## src/rtl/regbank_pkg.sv

```systemverilog
// regbank_pkg: shared constants, types and the per-register operation
// encoding for the parametrised register bank.
package regbank_pkg;

   localparam int DEF_WIDTH = 8;
   localparam int DEF_NREGS = 4;

   typedef logic [DEF_WIDTH-1:0] reg_t;

   localparam reg_t ALL_ONES = '1;

   // Resolved per-register action for one clock edge
   typedef enum logic [1:0] {
      HOLD = 2'd0,
      LOAD = 2'd1,
      INC  = 2'd2,
      DEC  = 2'd3
   } regOp_t;

   // Load wins; inc and dec together cancel into a hold
   function automatic regOp_t decodeOp(input logic load, input logic inc, input logic dec);
      regOp_t op;
      if (load)
         op = LOAD;
      else if (inc && !dec)
         op = INC;
      else if (dec && !inc)
         op = DEC;
      else
         op = HOLD;
      return op;
   endfunction

endpackage

```

## src/rtl/regbank_cell.sv

```systemverilog
// regbank_cell: one WIDTH-bit register with load/inc/dec priority and a
// registered wrap pulse. With REGBANK_SHADOW_EN defined it also carries a
// shadow register and a swap input that exchanges main and shadow.
module regbank_cell
   import regbank_pkg::*;
#(
   parameter int WIDTH = DEF_WIDTH
) (
   input  logic             clk,
   input  logic             resetBar,
   input  logic             load,
   input  logic             inc,
   input  logic             dec,
`ifdef REGBANK_SHADOW_EN
   input  logic             swap,
`endif
   input  logic [WIDTH-1:0] dIn,
   output logic [WIDTH-1:0] q,
   output logic             wrap
);

   localparam logic [WIDTH-1:0] ONE  = WIDTH'(1);
   localparam logic [WIDTH-1:0] ONES = {WIDTH{1'b1}};

   logic [WIDTH-1:0] mainQ;
   logic [WIDTH-1:0] baseVal;
   logic [WIDTH-1:0] nextVal;
   logic             wrapNext;
   logic             wrapQ;
   regOp_t           op;

`ifdef REGBANK_SHADOW_EN
   logic [WIDTH-1:0] shadowQ;

   // On a swap the arithmetic operates on the old shadow value
   assign baseVal = swap ? shadowQ : mainQ;
`else
   assign baseVal = mainQ;
`endif

   // Next value and wrap detection from the resolved operation
   always_comb begin
      op       = decodeOp(load, inc, dec);
      nextVal  = baseVal;
      wrapNext = 1'b0;
      case (op)
         LOAD: nextVal = dIn;
         INC: begin
            nextVal  = baseVal + ONE;
            wrapNext = (baseVal == ONES);
         end
         DEC: begin
            nextVal  = baseVal - ONE;
            wrapNext = (baseVal == '0);
         end
         default: nextVal = baseVal;
      endcase
   end

   // Main register and wrap pulse, cleared immediately by reset
   always_ff @(posedge clk or negedge resetBar) begin
      if (!resetBar) begin
         mainQ <= '0;
         wrapQ <= 1'b0;
      end else begin
         mainQ <= nextVal;
         wrapQ <= wrapNext;
      end
   end

`ifdef REGBANK_SHADOW_EN
   // Shadow takes the old main value whenever a swap happens
   always_ff @(posedge clk or negedge resetBar) begin
      if (!resetBar)
         shadowQ <= '0;
      else if (swap)
         shadowQ <= mainQ;
   end
`endif

   assign q    = mainQ;
   assign wrap = wrapQ;

endmodule

```

## src/rtl/regbank_param.sv

```systemverilog
// regbank_param: NREGS x WIDTH register bank with per-register load,
// increment and decrement, wrap pulses and a combinational bus-assert mux.
// The tristate is built above this block from dbus_out/dbus_oe.
// Optional feature macro: REGBANK_SHADOW_EN (adds swap port and shadow bank).
module regbank_param
   import regbank_pkg::*;
#(
   parameter int NREGS = DEF_NREGS,
   parameter int WIDTH = DEF_WIDTH,
   parameter int SELW  = 4
) (
   input  logic                   clk,
   input  logic                   resetBar,
   input  logic [NREGS-1:0]       load,
   input  logic [NREGS-1:0]       inc,
   input  logic [NREGS-1:0]       dec,
`ifdef REGBANK_SHADOW_EN
   input  logic                   swap,
`endif
   input  logic                   assertEn,
   input  logic [SELW-1:0]        assertSel,
   input  logic [WIDTH-1:0]       dbus_in,
   output logic [WIDTH-1:0]       dbus_out,
   output logic                   dbus_oe,
   output logic [NREGS*WIDTH-1:0] regs,
   output logic [NREGS-1:0]       wrap
);

   logic [WIDTH-1:0] regArr [NREGS];

   for (genvar i = 0; i < NREGS; i++) begin : gCell
      regbank_cell #(
         .WIDTH (WIDTH)
      ) uCell (
         .clk      (clk),
         .resetBar (resetBar),
         .load     (load[i]),
         .inc      (inc[i]),
         .dec      (dec[i]),
`ifdef REGBANK_SHADOW_EN
         .swap     (swap),
`endif
         .dIn      (dbus_in),
         .q        (regArr[i]),
         .wrap     (wrap[i])
      );

      assign regs[i*WIDTH +: WIDTH] = regArr[i];
   end

   // Bus assert mux; out-of-range selects drive zero with the enable low
   always_comb begin
      dbus_out = '0;
      for (int i = 0; i < NREGS; i++) begin
         if (assertSel == SELW'(i))
            dbus_out = regArr[i];
      end
      dbus_oe = assertEn && (32'(assertSel) < NREGS);
   end

endmodule

```

## config.mk

```make
export PLATFORM = sky130hd
export DESIGN_NAME = regbank_param
export DESIGN_NICKNAME = d
export VERILOG_FILES = /design/src/rtl/regbank_pkg.sv /design/src/rtl/regbank_cell.sv /design/src/rtl/regbank_param.sv
export SDC_FILE = /design/constraint.sdc
export NUM_CORES = 1
export LEC_CHECK = 0
export CORE_UTILIZATION = 55
export DETAILED_ROUTE_END_ITERATION = 12
export PLACE_DENSITY = 0.87
export REMOVE_ABC_BUFFERS = 1
export SYNTH_ARGS = -nofsm -noshare
export SYNTH_HDL_FRONTEND = slang
export SYNTH_HIERARCHICAL = 1
export SYNTH_SLANG_ARGS = --single-unit
```

## constraint.sdc

```tcl
create_clock -name clk -period 5.4 [get_ports clk]
set_input_delay 1.08 -clock clk [delete_from_list [all_inputs] [get_ports clk]]
set_output_delay 1.08 -clock clk [all_outputs]
set_load 0.005 [all_outputs]
```

After elaboration in Yosys (flattened, before gate mapping):

Cells that the tools add are included.

* register bits: 36
* output and inout port bits: 45
* bits of input ports: 27
* logic and storage cells: 86

* eq/ne operators: 19
* reductions and logical operators: 26
* $lt $le $gt $ge: 1
* muxes and demuxes: 24
* $add $sub $neg: 8

Operators with widths (count)
* one-hot mux 8 bit (3 select lines): 4
* adder 8 x 1 -> 8 bit, second input constant: 4
* == test 8 bit, second input constant: 4
* zero test 8 bit: 4
* two-way mux 8 bit: 4
* subtractor 8 x 1 -> 8 bit, second input constant: 4
* two-way mux 2 bit: 12
* == test 2 bit, second input constant: 8
* nonzero test 3 bit: 4
* logical AND 1 bit: 9
* == test 2 x 1 -> 1 bit, second input constant: 4
* == test 4 x 2 -> 1 bit, second input constant: 2
* zero test 1 bit: 8
* one-hot mux 1 bit (2 select lines): 4
* == test 4 x 1 -> 1 bit, second input constant: 1
* zero test 4 bit: 1
* < comparator 4 x 3 -> 1 bit, second input constant: 1

Depth between registers and ports, before layout:

Gate-level depths: netlist (run 1).

* depth in word-level cells: 7
* depth in mapped cells: 10
* gate-level depth less buffers: 10

Hierarchy:

Netlist (run 1), hierarchy kept.

Modules (own cells, without submodules)
* regbank_cell: instances 4, cells each 104, sequential area each 225.2 um2, area each 888.4 um2
* regbank_param: instances 1, cells each 31, sequential area each 0.0 um2, area each 256.5 um2

Worst setup path after synthesis (run 1):

OpenSTA, ideal clock, no wires.

* path kind: input -> register
* from: input inc[0]
* to: register gCell[0].uCell.mainQ[4]
* arrival: 2.979 ns
* slack: 2.352 ns
* stages: 9
* path buffers: 0
* library setup time: 0.069 ns
* required time: 5.331 ns
* cell sequence: inv_1 > ha_1 > or3b_4 > xnor2_1 > ha_1 > nor4_4 > mux2_1 > or4b_1 > nand3_1

* word-level cells in the longest chain between the ends: 7
* elaborated cells between the ends (all ways): 11
* those cells by class: eq/ne: 3; mux: 4; reduce/logical: 4

Ends and longest elaborated chain
* from (decl): line regbank_param.sv:15 `input logic [NREGS-1:0] inc,`
* zero test 1 bit: line regbank_pkg.sv:27 `else if (dec && !inc)`
* logical AND 1 bit: line regbank_pkg.sv:27
* two-way mux 2 bit: line regbank_pkg.sv:27
* two-way mux 2 bit (*): line regbank_pkg.sv:25 `else if (inc && !dec)`
* two-way mux 2 bit (*): line regbank_pkg.sv:23 `if (load)`
* == test 2 bit / == test 2 x 1 -> 1 bit (equally long branches): line regbank_cell.sv:46 `case (op)`
* one-hot mux 8 bit (3 select lines) / nonzero test 3 bit (equally long branches)
* to (signal assigned): line regbank_cell.sv:66 `mainQ <= nextVal;`
* to (decl): line regbank_cell.sv:25 `logic [WIDTH-1:0] mainQ;`

Every way passes the cells marked *; elsewhere a longest branch is shown, timed or not.
A chain may end at the register's enable or synchronous reset.

Final worst setup path (run 1):

* from: input assertSel[1]
* to: output dbus_out[6]

* word-level cells in the longest chain between the ends: 5
* elaborated cells between the ends (all ways): 8
* those cells by class: eq/ne: 3; mux: 4; reduce/logical: 1

Ends and longest elaborated chain
* from (decl): line regbank_param.sv:21 `input logic [SELW-1:0] assertSel,`
* zero test 4 bit: line regbank_param.sv:55 `if (assertSel == SELW'(i))`
* two-way mux 8 bit (3 in a row): line regbank_param.sv:55
* two-way mux 8 bit (*): line regbank_param.sv:55
* to (decl): line regbank_param.sv:23 `output logic [WIDTH-1:0] dbus_out,`

Marked as above.

==> impl_metrics.json, run 1 <==
{
  "hold_path_class": "register to register",
  "startpoint_type": "primary input",
  "num_rows": 29,
  "synth_edf_count": 0,
  "rsz0062_at_grt": "false",
  "synth_area_leader_cell": "dfrtp_1",
  "fin_crit_ps": 4340,
  "io_pins": 72,
  "crit_path_end_kind": "output port",
  "grt_max_degree": 37,
  "grt_util_all_layers_pct": 29.8,
  "dr.pass1.iters": 5,
  "vias_per_cell": 6.77,
  "netSwitchingPower_mw": 0.394,
  "yosysWarnings": 6,
  "grt_pass1_wl_um": 17200,
  "cts.sink_count": 36,
  "core_area_sq_um": 6530,
  "root_buffer": "clkbuf_8",
  "finalHoldViolations": 0,
  "drv_slew": 0,
  "dpl.hpwl_um": 7000,
  "drv_cap": 0,
  "postCtsHoldBufs": 0,
  "cts_resized": 0,
  "ys_types": 47,
  "slew_headroom_pct": 38.8,
  "synth_top_cell_area_share_pct": 23.6,
  "yosys_most_used_dff": "dfrtp_1",
  "finalNetCount": 524,
  "fill_cells": 561,
  "antenna_found_initial": 0,
  "clock_latency_ps": 300,
  "power.clock.fraction_pct": 23.7,
  "combinationalPowerShare_pct": 36.5,
  "finalNonFillerCells": 567,
  "yosys-top-cells-area": "dfrtp_1, clkbuf_8, mux2i_1, nand3_1, a21oi_1",
  "synth-seq-cells": 36,
  "dp.cells": 559,
  "crit_fanout": 16,
  "cts_tree": "built",
  "timing.fmax_ghz": 0.230,
  "drt-total-wl_um": 10500,
  "drive_gt1_share_pct": 8.16,
  "switching_share_pct": 38.0,
  "synth_cells": 447,
  "fin_crit_sh_pct": 80.4,
  "first_global_vias": 3464,
  "htreeDepth": 2,
  "leakagePower_nw": 1.64,
  "synthArstFlopShare_pct": 100,
  "synth.avg_cell_area_sq_um": 8.52,
  "die_area_sq_um": 7260,
  "die_h_um": 85.2,
  "overflow": 0,
  "cts_inserted_buffers": 5,
  "die_w_um": 85.2,
  "p_int_mw": 0.643,
  "cp.arrival_ps": 3260,
  "status": "finished clean",
  "seqCellArea_sq_um": 901,
  "cts_setup_buffers": 0,
  "ir_drop_v": 0.000186,
  "via_count": 3837,
  "drt_iter0_markers": 376,
  "place.gp.congestion": 0.823,
  "fin_util_pct": 66.7,
  "max_slew.worst_pin.slew_ps": 916,
  "postRouteAntennaNets": 0,
  "diodes": 0,
  "area_delta_synth_final_pct": 14.3,
  "multi_input_area_sq_um": 2500,
  "port-buffer-count": 71,
  "power_density_nw_per_um2": 238,
  "drc_errors": 0,
  "netlist_area_sq_um": 3810,
  "timing.setup.tns_ps": 0,
  "skew_ps": 8.54,
  "wl_per_cell_um": 18.5,
  "critical_path_class": "primary input to output port",
  "cts.reportedPaths.clkPinSlew_ps": 80,
  "clockBufferDepth": 2,
  "yosysSeqAreaShare_pct": 23.6,
  "finalSetupViolations": 0,
  "seq_power_share_pct": 39.8,
  "cp.required_ps": 4320,
  "start_util_pct": 58.3
}
[path summary, 6_finish.rpt]
check,startpoint,endpoint,slack [ps],cells past startpoint
worst max-delay path,assertSel[1],dbus_out[6],1060,4
worst min-delay path,gCell[0].uCell/q[7],gCell[0].uCell/q[7],670,2
worst max register to register,gCell[0].uCell/q[1],gCell[0].uCell/q[4],3370,6
worst min register to register,gCell[0].uCell/q[7],gCell[0].uCell/q[7],670,2
max in group asynchronous,resetBar,gCell[1].uCell/q[2],3950,1
min in group asynchronous,resetBar,gCell[2].uCell/q[3],890,1
[cells by family (layout without fill, tap and decap cells)]
kind of cell               after synthesis  after routing  synth area share, %
xor gates and xnor gates                12             12                 2.76
DFF                                     36             36                 23.6
and+or+nand+nor                        207            207                 33.6
AOI/OAI and AO/OA                      104            104                 18.0
muxes                                   32             32                 8.67
buffers and inverters                   48             91                 10.7
adders and majority gates                8              8                 2.63
[final cells by class]
class	instances	share of cell area [%]
repair buffers	71	16.2
inverters	12	1.03
clock buffers	6	1.67
flip-flops and latches	36	20.7
clock inverters	2	0.804
well taps	77	2.21
multi-input cells	363	57.4
[placed cells by master (no fill, tap or decap), drive strengths merged, types with 6 or more instances in the layout]
cell | Yosys | routed
or2b | 12 | 12
nor4 | 12 | 12
nand4 | 8 | 8
nand2 | 36 | 36
ha | 8 | 8
nor3 | 16 | 16
nor2 | 32 | 32
mux2 | 8 | 8
nand3b | 8 | 8
o21ai | 28 | 28
xnor2 | 8 | 8
nor4b | 8 | 8
clkbuf | 24 | 6
inv | 12 | 12
a21oi | 28 | 28
nand3 | 36 | 36
o211ai | 12 | 12
dfrtp | 36 | 36
o22ai | 8 | 8
mux2i | 24 | 24
clkdlybuf4s50 | 0 | 70
o22a | 8 | 8
[through the flow]
stage               cell area (sq um)  power (mW)  worst slack (ps)  hold WS, ps
finish                           4360        1.04              1060          671
global route                     4360        1.08               984          697
CTS                              4360        1.03              1130          672
detailed placement               4250       0.785              1150          654
global placement                 4250       0.772              1220          635
floorplan                        3450       0.596              2030          588
[cell usage after synthesis (8+ instances only)]
library cell / instances
nor4_1: 8
nand4_1: 8
o21ai_0: 28
o22ai_1: 8
inv_1: 12
nor2_1: 32
o22a_1: 8
nor4b_1: 8
nand3_1: 36
a21oi_1: 28
clkbuf_8: 20
nor3_1: 16
dfrtp_1: 36
ha_1: 8
xnor2_1: 8
nand3b_1: 8
mux2i_1: 24
o211ai_1: 8
nand2_1: 36
or2b_2: 8
[registers in the layout, indices dropped and copies added (netlist names)]
register	cells
gCell.uCell/q	32
gCell.uCell/wrap	4
[worst max-delay path, cell delays in order]
cell and delay, ps:
clkdlybuf4s50_1 1070, mux2i_1 230, o22ai_1 310, clkdlybuf4s50_1 560
[power by group through the flow]
stage               clock (mW)  combinational (mW)  sequential, mW
finish                   0.246               0.378           0.413
global route             0.252               0.412           0.420
CTS                      0.247               0.376           0.408
detailed placement           0               0.373           0.412
global placement             0               0.361           0.411
floorplan                    0               0.211           0.385
[metal layers]
metal | vias up | track usage (%) | part of all wire [%]
li1 | 1762 | - | -
met1 | 1814 | 40.9 | 42
met2 | 240 | 46.9 | 46
met3 | 21 | 6.32 | 10
met4 | 0 | 9.86 | 2.1
met5 | - | 0 | 0
Power figures use the tool's default switching activity.
==> run 2: changes to the inputs <==
CORE_UTILIZATION = 54   (was 55)
PLACE_DENSITY = 0.85   (was 0.87)
clock period = 4.1 ns   (was 5.4 ns; I/O delays follow)
==> impl_metrics.json, run 2 (synthesis gave the netlist of run 1 again) <==
{
  "cts_tree": "built",
  "seq_power_share_pct": 40.8,
  "startpoint_type": "primary input",
  "fin_crit_ps": 3630,
  "wl_per_cell_um": 17.7,
  "clockBufferDepth": 2,
  "grt_max_degree": 37,
  "fin_crit_sh_pct": 88.6,
  "timing.rr.end": "gCell[1].uCell/q[4]",
  "drt_iter0_markers": 336,
  "final_cell_mix": "clkdlybuf4s50_1, nand3_1, nand2_1, dfrtp_1, nor2_1",
  "fin_util_pct": 65.7,
  "place.gp.congestion": 0.878,
  "cts_resized": 0,
  "diodes": 0,
  "dr.pass1.iters": 5,
  "cts_inserted_buffers": 5,
  "power.clock.fraction_pct": 21.3,
  "overflow": 0,
  "area_delta_synth_final_pct": 17.2,
  "postRouteAntennaNets": 0,
  "first_global_vias": 3453,
  "crit_path_end_kind": "output port",
  "drive_gt1_share_pct": 10.5,
  "finalHoldViolations": 0,
  "cts_setup_buffers": 0,
  "drv_slew": 0,
  "start_util_pct": 56.1,
  "cp.arrival_ps": 2810,
  "switching_share_pct": 39.4,
  "placed_area_sq_um": 4380,
  "cts.reportedPaths.clkPinSlew_ps": 90,
  "power_density_nw_per_um2": 299,
  "port-buffer-count": 71,
  "finalNetCount": 538,
  "htreeDepth": 2,
  "finalInstanceArea_sq_um": 4470,
  "leakagePower_nw": 1.70,
  "grt_util_all_layers_pct": 29.7,
  "r2r_slack_ps": 2020,
  "dpl.hpwl_um": 7380,
  "totalPowerFinal_mw": 1.34,
  "die_area_sq_um": 7400,
  "slew_headroom_pct": 42.7,
  "postCtsHoldBufs": 0,
  "root_buffer": "clkbuf_8",
  "timing.fmax_ghz": 0.275,
  "cp.required_ps": 3280,
  "final_common_cell": "clkdlybuf4s50_1",
  "num_rows": 30,
  "netSwitchingPower_mw": 0.527,
  "finalWorstSetupSlack_ps": 469,
  "critical_path_class": "primary input to output port",
  "dp_slack_ps": 516,
  "cts.sink_count": 36,
  "via_count": 3798,
  "combinationalPowerShare_pct": 37.9,
  "ir_drop_v": 0.000169,
  "grt_pass1_wl_um": 17300,
  "reg2reg_from": "gCell[1].uCell/q[1]",
  "skew_ps": 8.56,
  "reg2reg_depth": 6,
  "p_int_mw": 0.811,
  "die_h_um": 86.0,
  "io_pins": 72,
  "rsz0062_at_grt": "false",
  "drt-total-wl_um": 10600,
  "die_w_um": 86.0,
  "clock_latency_ps": 300,
  "finalSetupViolations": 0,
  "antenna_found_initial": 0,
  "max_slew.worst_pin.slew_ps": 860,
  "drv_cap": 0,
  "drc_errors": 0,
  "largest_reg_flops": 32,
  "crit_fanout": 11,
  "hold_path_class": "primary input to asynchronous set/reset pin",
  "core_area_sq_um": 6790,
  "vias_per_cell": 6.33,
  "timing.setup.tns_ps": 0,
  "status": "finished clean"
}
==> run 2: cell count changes in the layout (fill, tap and decap cells not counted), sizes merged <==
cell	previous run	this run
buf	1	15
bufinv	1	0
clkbuf	6	8
clkinv	1	0
==> run 2: how the worst max path moves through the flow <==
stage | from | slack, ps | end
3_3_place_gp | assertSel[1] | 600 | dbus_out[2]
6_report | assertSel[1] | 470 | dbus_out[3]
4_1_cts | assertSel[1] | 500 | dbus_out[3]
5_1_grt | assertSel[1] | 400 | dbus_out[3]
3_5_place_dp | assertSel[1] | 520 | dbus_out[3]
2_1_floorplan | inc[2] | 990 | gCell[2].uCell/q[4]
==> run 2: per-stage QoR <==
| stage | cells | hold WS, ps |
|---|---|---|
| global route | 600 | 698 |
| CTS | 600 | 656 |
| detailed placement | 592 | 641 |
| floorplan | 411 | 524 |
| finish | 600 | 619 |
| global placement | 592 | 620 |
==> run 2: worst max-delay path, stage by stage <==
cell and delay, ps:
clkdlybuf4s50_1 890, buf_4 270, mux2i_1 230, o22ai_1 110, clkdlybuf4s50_1 480
==> run 2: layout make-up <==
| type | instances | area [sq um] |
|---|---|---|
| fill | 583 | 2330 |
| clock buffer | 8 | 90.1 |
| multi-input combinational | 363 | 2500 |
| inverter | 12 | 45.0 |
| sequential | 36 | 901 |
| tap | 96 | 120 |
| timing repair buffer | 85 | 811 |
==> run 2: per-layer routing <==
metal / wire length (um) / up-vias / track usage (%)
met5: 0 / - / 0
met4: 155 / 0 / 9.39
met3: 1060 / 12 / 5.97
met2: 5010 / 203 / 47.3
met1: 4420 / 1791 / 40.4
li1: - / 1792 / -
==> run 2: power groups by stage <==
| stage | Clock, mW | Combinational [mW] | Sequential (mW) |
|---|---|---|---|
| detailed placement | 0 | 0.503 | 0.547 |
| global route | 0.297 | 0.554 | 0.556 |
| floorplan | 0 | 0.278 | 0.507 |
| CTS | 0.285 | 0.506 | 0.541 |
| finish | 0.285 | 0.507 | 0.546 |
| global placement | 0 | 0.486 | 0.545 |
==> run 3: changes to the inputs <==
CTS_BUF_LIST = sky130_fd_sc_hd__clkbuf_16   (was unset)
==> impl_metrics.json, run 3 (synthesis gave the netlist of run 1 again) <==
{
  "leakagePower_nw": 1.73,
  "final_common_cell": "clkdlybuf4s50_1",
  "cts_setup_buffers": 0,
  "port-buffer-count": 71,
  "num_rows": 30,
  "finalSetupViolations": 0,
  "hold_path_class": "primary input to asynchronous set/reset pin",
  "clock_latency_ps": 280,
  "grt_pass1_wl_um": 17500,
  "max_slew.worst_pin.slew_ps": 861,
  "seq_power_share_pct": 38.1,
  "ir_drop_v": 0.000215,
  "r2r_slack_ps": 2020,
  "cts.reportedPaths.clkPinSlew_ps": 60,
  "postCtsHoldBufs": 0,
  "drv_cap": 0,
  "antenna_found_initial": 0,
  "finalNetCount": 538,
  "cp.arrival_ps": 2810,
  "drt-total-wl_um": 10700,
  "rsz0062_at_grt": "false",
  "dp.cells": 592,
  "area_delta_synth_final_pct": 18.5,
  "reg2reg_depth": 6,
  "placed_area_sq_um": 4380,
  "finalNonFillerCells": 600,
  "cts_inserted_buffers": 5,
  "slew_headroom_pct": 42.6,
  "wl_per_cell_um": 17.9,
  "p_int_mw": 0.893,
  "dpl.hpwl_um": 7380,
  "crit_fanout": 11,
  "htreeDepth": 2,
  "skew_ps": 7.49,
  "netSwitchingPower_mw": 0.542,
  "root_buffer": "clkbuf_16",
  "io_pins": 72,
  "first_global_vias": 3506,
  "overflow": 0,
  "drc_errors": 0,
  "power_density_nw_per_um2": 318,
  "dr.pass1.iters": 5,
  "crit_chain": "clkdlybuf4s50_1, buf_4, mux2i_1, o22ai_1, clkdlybuf4s50_1",
  "slowest_delay_ps": 890,
  "clockBufferDepth": 2,
  "die_h_um": 86.0,
  "power.clock.fraction_pct": 26.3,
  "cts_resized": 0,
  "via_count": 3877,
  "fin_crit_ps": 3630,
  "drv_slew": 0,
  "die_w_um": 86.0,
  "startpoint_type": "primary input",
  "drive_gt1_share_pct": 10.3,
  "fin_crit_sh_pct": 88.4,
  "place.gp.congestion": 0.878,
  "crit_path_end_kind": "output port",
  "diodes": 0,
  "status": "finished clean",
  "critical_path_class": "primary input to output port",
  "timing.rr.end": "gCell[1].uCell/q[4]",
  "cts.sink_count": 36,
  "fill_cells": 575,
  "finalHoldViolations": 0,
  "switching_share_pct": 37.7,
  "hold-worst-slack_ps": 640,
  "slowest_stage": "clkdlybuf4s50_1",
  "finalInstanceArea_sq_um": 4510,
  "timing.setup.tns_ps": 0,
  "cp.required_ps": 3280,
  "core_area_sq_um": 6790,
  "start_util_pct": 56.1,
  "grt_util_all_layers_pct": 30.2,
  "grt_max_degree": 37,
  "timing.fmax_ghz": 0.276,
  "largest_reg_flops": 32,
  "die_area_sq_um": 7400,
  "cts_tree": "built",
  "final_cell_mix": "clkdlybuf4s50_1, nand3_1, nand2_1, dfrtp_1, nor2_1",
  "postRouteAntennaNets": 0,
  "drt_iter0_markers": 311,
  "combinationalPowerShare_pct": 35.5,
  "reg2reg_from": "gCell[1].uCell/q[1]",
  "vias_per_cell": 6.46,
  "cpMostUsedCell": "clkdlybuf4s50_1"
}
-- run 3: power by group through the flow --
stage / Sequential, mW / Clock (mW) / Combinational (mW)
floorplan: 0.507 / 0 / 0.278
global placement: 0.545 / 0 / 0.486
detailed placement: 0.547 / 0 / 0.503
CTS: 0.542 / 0.379 / 0.507
global route: 0.557 / 0.390 / 0.556
finish: 0.547 / 0.378 / 0.510
-- run 3: how the worst max path moves through the flow --
stage,to,from,slack [ps],cells past startpoint
floorplan,gCell[2].uCell/q[4],inc[2],990,9
global placement,dbus_out[2],assertSel[1],600,5
detailed placement,dbus_out[3],assertSel[1],520,5
CTS,dbus_out[3],assertSel[1],500,5
global route,dbus_out[3],assertSel[1],400,5
finish,dbus_out[3],assertSel[1],470,5
-- run 3: critical path: cells and delay by family --
family,cells,cell delay [ps]
multiplexers,1,230
buffers and inverters,3,1640
AO/OA/AOI/OAI,1,110
-- run 3: layout make-up --
class	count	area (sq um)	share of cell area (%)
clock buffer	5	125	2.77
clock inverter	3	11.3	0.250
inverter	12	45.0	0.998
multi-input combinational	363	2500	55.4
sequential	36	901	20.0
tap	96	120	2.66
timing repair buffer	85	811	18.0
-- run 3: through the flow --
step	utilization, %	setup slack [ps]	power (mW)
after global routing	66.4	402	1.50
after global placement	64.4	604	1.03
after detailed placement	64.4	516	1.05
after CTS	66.4	499	1.43
final	66.4	475	1.44
after floorplan	-	992	0.786
-- run 3: per-layer routing --
| layer | GRT usage (%) | vias up | routed length [um] |
|---|---|---|---|
| met2 | 48.1 | 208 | 5000 |
| met4 | 11.2 | 0 | 207 |
| met1 | 40.7 | 1843 | 4540 |
| li1 | - | 1801 | - |
| met3 | 5.58 | 25 | 996 |
| met5 | 0 | - | 0 |
